--- config.mk ---
export PLATFORM = sky130hd
export DESIGN_NAME = m_arb_select
export DESIGN_NICKNAME = d
export VERILOG_FILES = /design/src/rtl/m_arb_select_pkg.sv /design/src/rtl/m_arb_select_mux2.sv /design/src/rtl/m_arb_select.sv
export SDC_FILE = /design/constraint.sdc
export NUM_CORES = 1
export LEC_CHECK = 0
export CAP_MARGIN = 40
export CORE_MARGIN = 2
export CORE_UTILIZATION = 38
export CTS_BUF_LIST = sky130_fd_sc_hd__clkbuf_4 sky130_fd_sc_hd__clkbuf_8
export DETAILED_ROUTE_END_ITERATION = 12
export PLACE_DENSITY = 0.79
export RECOVER_POWER = 50
export SYNTH_ARGS = -nofsm -noshare
export SYNTH_HDL_FRONTEND = slang
export SYNTH_SLANG_ARGS = --single-unit
--- constraint.sdc ---
create_clock -name w_clk -period 1.6 [get_ports w_clk]
set_input_delay 0.16 -clock w_clk [delete_from_list [all_inputs] [get_ports w_clk]]
set_output_delay 0.16 -clock w_clk [all_outputs]
set_load 0.02 [all_outputs]
--- src/rtl/m_arb_select_pkg.sv ---
// Shared constants for the two-input arbiter/select block.
// Select encoding matches the downstream 2:1 multiplexer.
package m_arb_select_pkg;

    localparam logic SEL_A = 1'b0;
    localparam logic SEL_B = 1'b1;

    localparam int DEF_WIDTH = 8;

endpackage

--- src/rtl/m_arb_select_mux2.sv ---
// Combinational 2:1 multiplexer: y = a when sel is 0, b when sel is 1.
// Parameterized on data width.
module m_mux2 #(
    parameter int WIDTH = 8
) (
    input  logic [WIDTH-1:0] a,
    input  logic [WIDTH-1:0] b,
    input  logic             sel,
    output logic [WIDTH-1:0] y
);

    assign y = sel ? b : a;

endmodule

--- src/rtl/m_arb_select.sv ---
// Two-input round-robin arbiter with mux select generation and a
// one-entry registered output buffer using a valid/ready handshake.
module m_arb_select
    import m_arb_select_pkg::*;
#(
    parameter int WIDTH = DEF_WIDTH
) (
    input  logic             w_clk,
    input  logic             w_rst,
    input  logic             w_a_valid,
    input  logic [WIDTH-1:0] w_a_data,
    output logic             w_a_ready,
    input  logic             w_b_valid,
    input  logic [WIDTH-1:0] w_b_data,
    output logic             w_b_ready,
    output logic             r_sel,
    output logic             r_out_valid,
    output logic [WIDTH-1:0] r_out_data,
    input  logic             w_out_ready
);

    logic             r_last;
    logic             w_load;
    logic             grant_a;
    logic             grant_b;
    logic             grant_any;
    logic [WIDTH-1:0] mux_data;

    // On a tie the channel not granted most recently wins.
    assign grant_a = w_a_valid & (~w_b_valid | (r_last == SEL_B));
    assign grant_b = w_b_valid & (~w_a_valid | (r_last == SEL_A));
    assign grant_any = grant_a | grant_b;

    assign w_load = ~r_out_valid | w_out_ready;

    assign w_a_ready = ~w_rst & w_load & grant_a;
    assign w_b_ready = ~w_rst & w_load & grant_b;

    m_mux2 #(
        .WIDTH(WIDTH)
    ) u_mux (
        .a  (w_a_data),
        .b  (w_b_data),
        .sel(grant_b),
        .y  (mux_data)
    );

    always_ff @(posedge w_clk or posedge w_rst) begin
        if (w_rst) begin
            r_out_valid <= 1'b0;
            r_out_data  <= '0;
            r_sel       <= SEL_A;
            r_last      <= SEL_B;
        end else if (w_load) begin
            if (grant_any) begin
                r_out_valid <= 1'b1;
                r_out_data  <= mux_data;
                r_sel       <= grant_b;
                r_last      <= grant_b;
            end else begin
                r_out_valid <= 1'b0;
            end
        end
    end

endmodule
==> flow_summary.yaml <==
final_layout:
  drive_above_1_share: 0.228
  fin_util: 0.665
  syn2layout_area_growth_pct: 65.2
  antenna_cells: 0
  nets: 123
  fill_cells: 125
  final_cell_area_mm2: 0.00100
  instances_no_fill: 117
placed_design:
  place_ws_ns: -0.215
  placed_area_um2: 985
  gp_congestion: 0.799
  dp.cells: 113
  io_buffers: 32
  hpwl_um: 1170
clocking:
  cts_resized: 2
  clk_pin_slew_ns: 0.08
  ctsHtreeMaxLevel: 1
  holdBufCountCts: 0
  clock_sinks: 11
  root_buffer: "clkbuf_4"
  cts_tree: "yes"
  clkLatencyLatePin_ns: 0.26
  postCtsSetupBuffers: 0
  clockBufferDepth: 2
  cts_buffers: 3
power:
  ir_drop_mv: 0.484
  p_per_area_mw_per_mm2: 906
  p_leak_nw: 0.413
sta:
  drv_slew: 0
  hold_violations: 0
  fmax_mhz: 654
  finalCritPeriodShare: 0.956
  rsz0062_at_grt: "no"
  relSlewSlack: 0.564
  setup_viol: 0
  worst_slack_ns: 0.0711
  holdWs_ns: 0.477
  worst_pin_slew_ns: 0.654
  clock_skew_ns: 0.00690
  period_needed_ns: 1.53
drt:
  detail-route-antenna-nets: 0
  first_pass_iters: 4
  vias_per_cell: 5.22
  initialDrtViolationCount: 8
  drc_errors: 0
  wl_um: 1540
  wire_per_inst_um: 13.2
  vias: 611
synthesis:
  ys_ff_latch: 11
  synth-seq-area-share: 0.456
  ys_types: 19
  syn_area_um2: 607
  syn_avg_cell_area_um2: 10.1
  syn_nets: 81
  yosysWarnings: 0
  synth_cells: 60
critical_path:
  critPathCaptureType: "primary output"
  rr_endpoint: "r_out_data[6]"
  worstSetupEndpoint: "w_b_ready"
  path_max_fanout: 4
  reg2reg_depth: 4
  crit_start: "r_last"
  r2r_slack_ns: 0.43
  cp.arrival_ns: 1.37
  critPathKind: "register to primary output"
  critical_path_required_ns: 1.44
  r2r-start: "r_out_valid"
  setup.worst_path.start_class: "register"
min_path:
  hp-class: "input pin to register"
  holdPathStages: 3
global_route:
  grt_max_degree: 12
  track_usage: 0.177
  antenna_found_initial: 0
  grt_pass1_wl_um: 2500
  grt_overflow_total: 0
  grt_pass1_vias: 580
job:
  drv_cap: 0
outcome:
  status: "completed"
floorplan:
  start_util: 0.403
  dieArea_mm2: 0.00193
  io_pins: 33
  die_w_um: 44.0
  die_h_um: 44.0
  rows: 14
  core_area_mm2: 0.00151
==> area by class of cell <==
type | instances | area [um^2] | area share
timing repair buffer | 41 | 375 | 0.375
sequential | 11 | 277 | 0.276
clock buffer | 4 | 30.0 | 0.0300
multi-input combinational | 44 | 297 | 0.296
tap | 16 | 20.0 | 0.0200
inverter | 1 | 3.75 | 0.00375
==> critical path, stage by stage (launching register included) <==
cell and delay [ns]:
dfstp_2 0.56, a21boi_2 0.07, and3_1 0.19, clkdlybuf4s15_1 0.28
==> worst min path at each step <==
stage / startpoint / endpoint / slack [ns]
after CTS: w_rst / r_out_data[7] / 0.25
after global placement: r_sel / r_sel / 0.48
after floorplan: w_rst / r_out_data[0] / 0.02
after detailed placement: r_sel / r_sel / 0.50
after global routing: w_a_data[4] / r_out_data[4] / 0.49
final: w_b_data[2] / r_out_data[2] / 0.48
==> cell usage after synthesis (all sizes together) <==
library cell  count  area share
nand2            17        0.11
dfrtp            10        0.41
a21oi             8       0.066
a31oi             8        0.18
buf               3       0.043
a22o              2       0.029
nand2b            2       0.021
a21bo             1       0.016
a21boi            1       0.019
and2              1       0.014
and3              1       0.010
clkbuf            1      0.0062
dfstp             1       0.043
inv               1      0.0062
nor2b             1       0.010
nor3              1      0.0082
or2               1       0.010
==> sequential cells by signal, indices dropped and copies added (netlist names) <==
| signal | cells |
|---|---|
| r_out_valid | 1 |
| r_out_data | 8 |
| r_sel | 1 |
| r_last | 1 |
==> placed cells by master (no fill, tap or decap), types with 2 or more instances in the layout <==
cell and count:
buf_4 6, dfrtp_1 10, clkdlybuf4s50_1 29, nand2_1 17, a22o_1 2, a31oi_2 7
clkbuf_4 5, clkbuf_1 2, nand2b_1 2, a21oi_1 8
==> layer usage <==
| metal | global-route usage | vias to the layer above | part of all wire |
|---|---|---|---|
| li1 | - | 292 | - |
| met1 | 0.211 | 296 | 0.42 |
| met2 | 0.312 | 21 | 0.52 |
| met3 | 0.0417 | 2 | 0.049 |
| met4 | 0.0545 | 0 | 0.011 |
| met5 | 0 | - | 0 |
==> power breakdown <==
group / total, W / leakage (nW) / internal, W / switching [W]
logic: 0.000346 / 0.273 / 0.000184 / 0.000162
clock network: 0.000208 / 0.0184 / 0.000113 / 0.0000943
registers: 0.000354 / 0.122 / 0.000327 / 0.0000274
==> per-stage QoR <==
stage	power, W	TNS (ns)
6_report	0.000908	0
5_1_grt	0.000952	0
4_1_cts	0.000919	0
3_5_place_dp	0.000713	-0.607
3_3_place_gp	0.000705	-0.411
2_1_floorplan	0.000538	0
==> cells by family after synthesis <==
| logic type | count (synthesis) | share of synthesized area |
|---|---|---|
| flip-flops | 11 | 0.456 |
| AND/OR/NAND/NOR | 24 | 0.179 |
| buffers and inverters | 5 | 0.0556 |
| AO/OA/AOI/OAI | 20 | 0.309 |
Note: power is estimated with default switching activity, not from simulation.
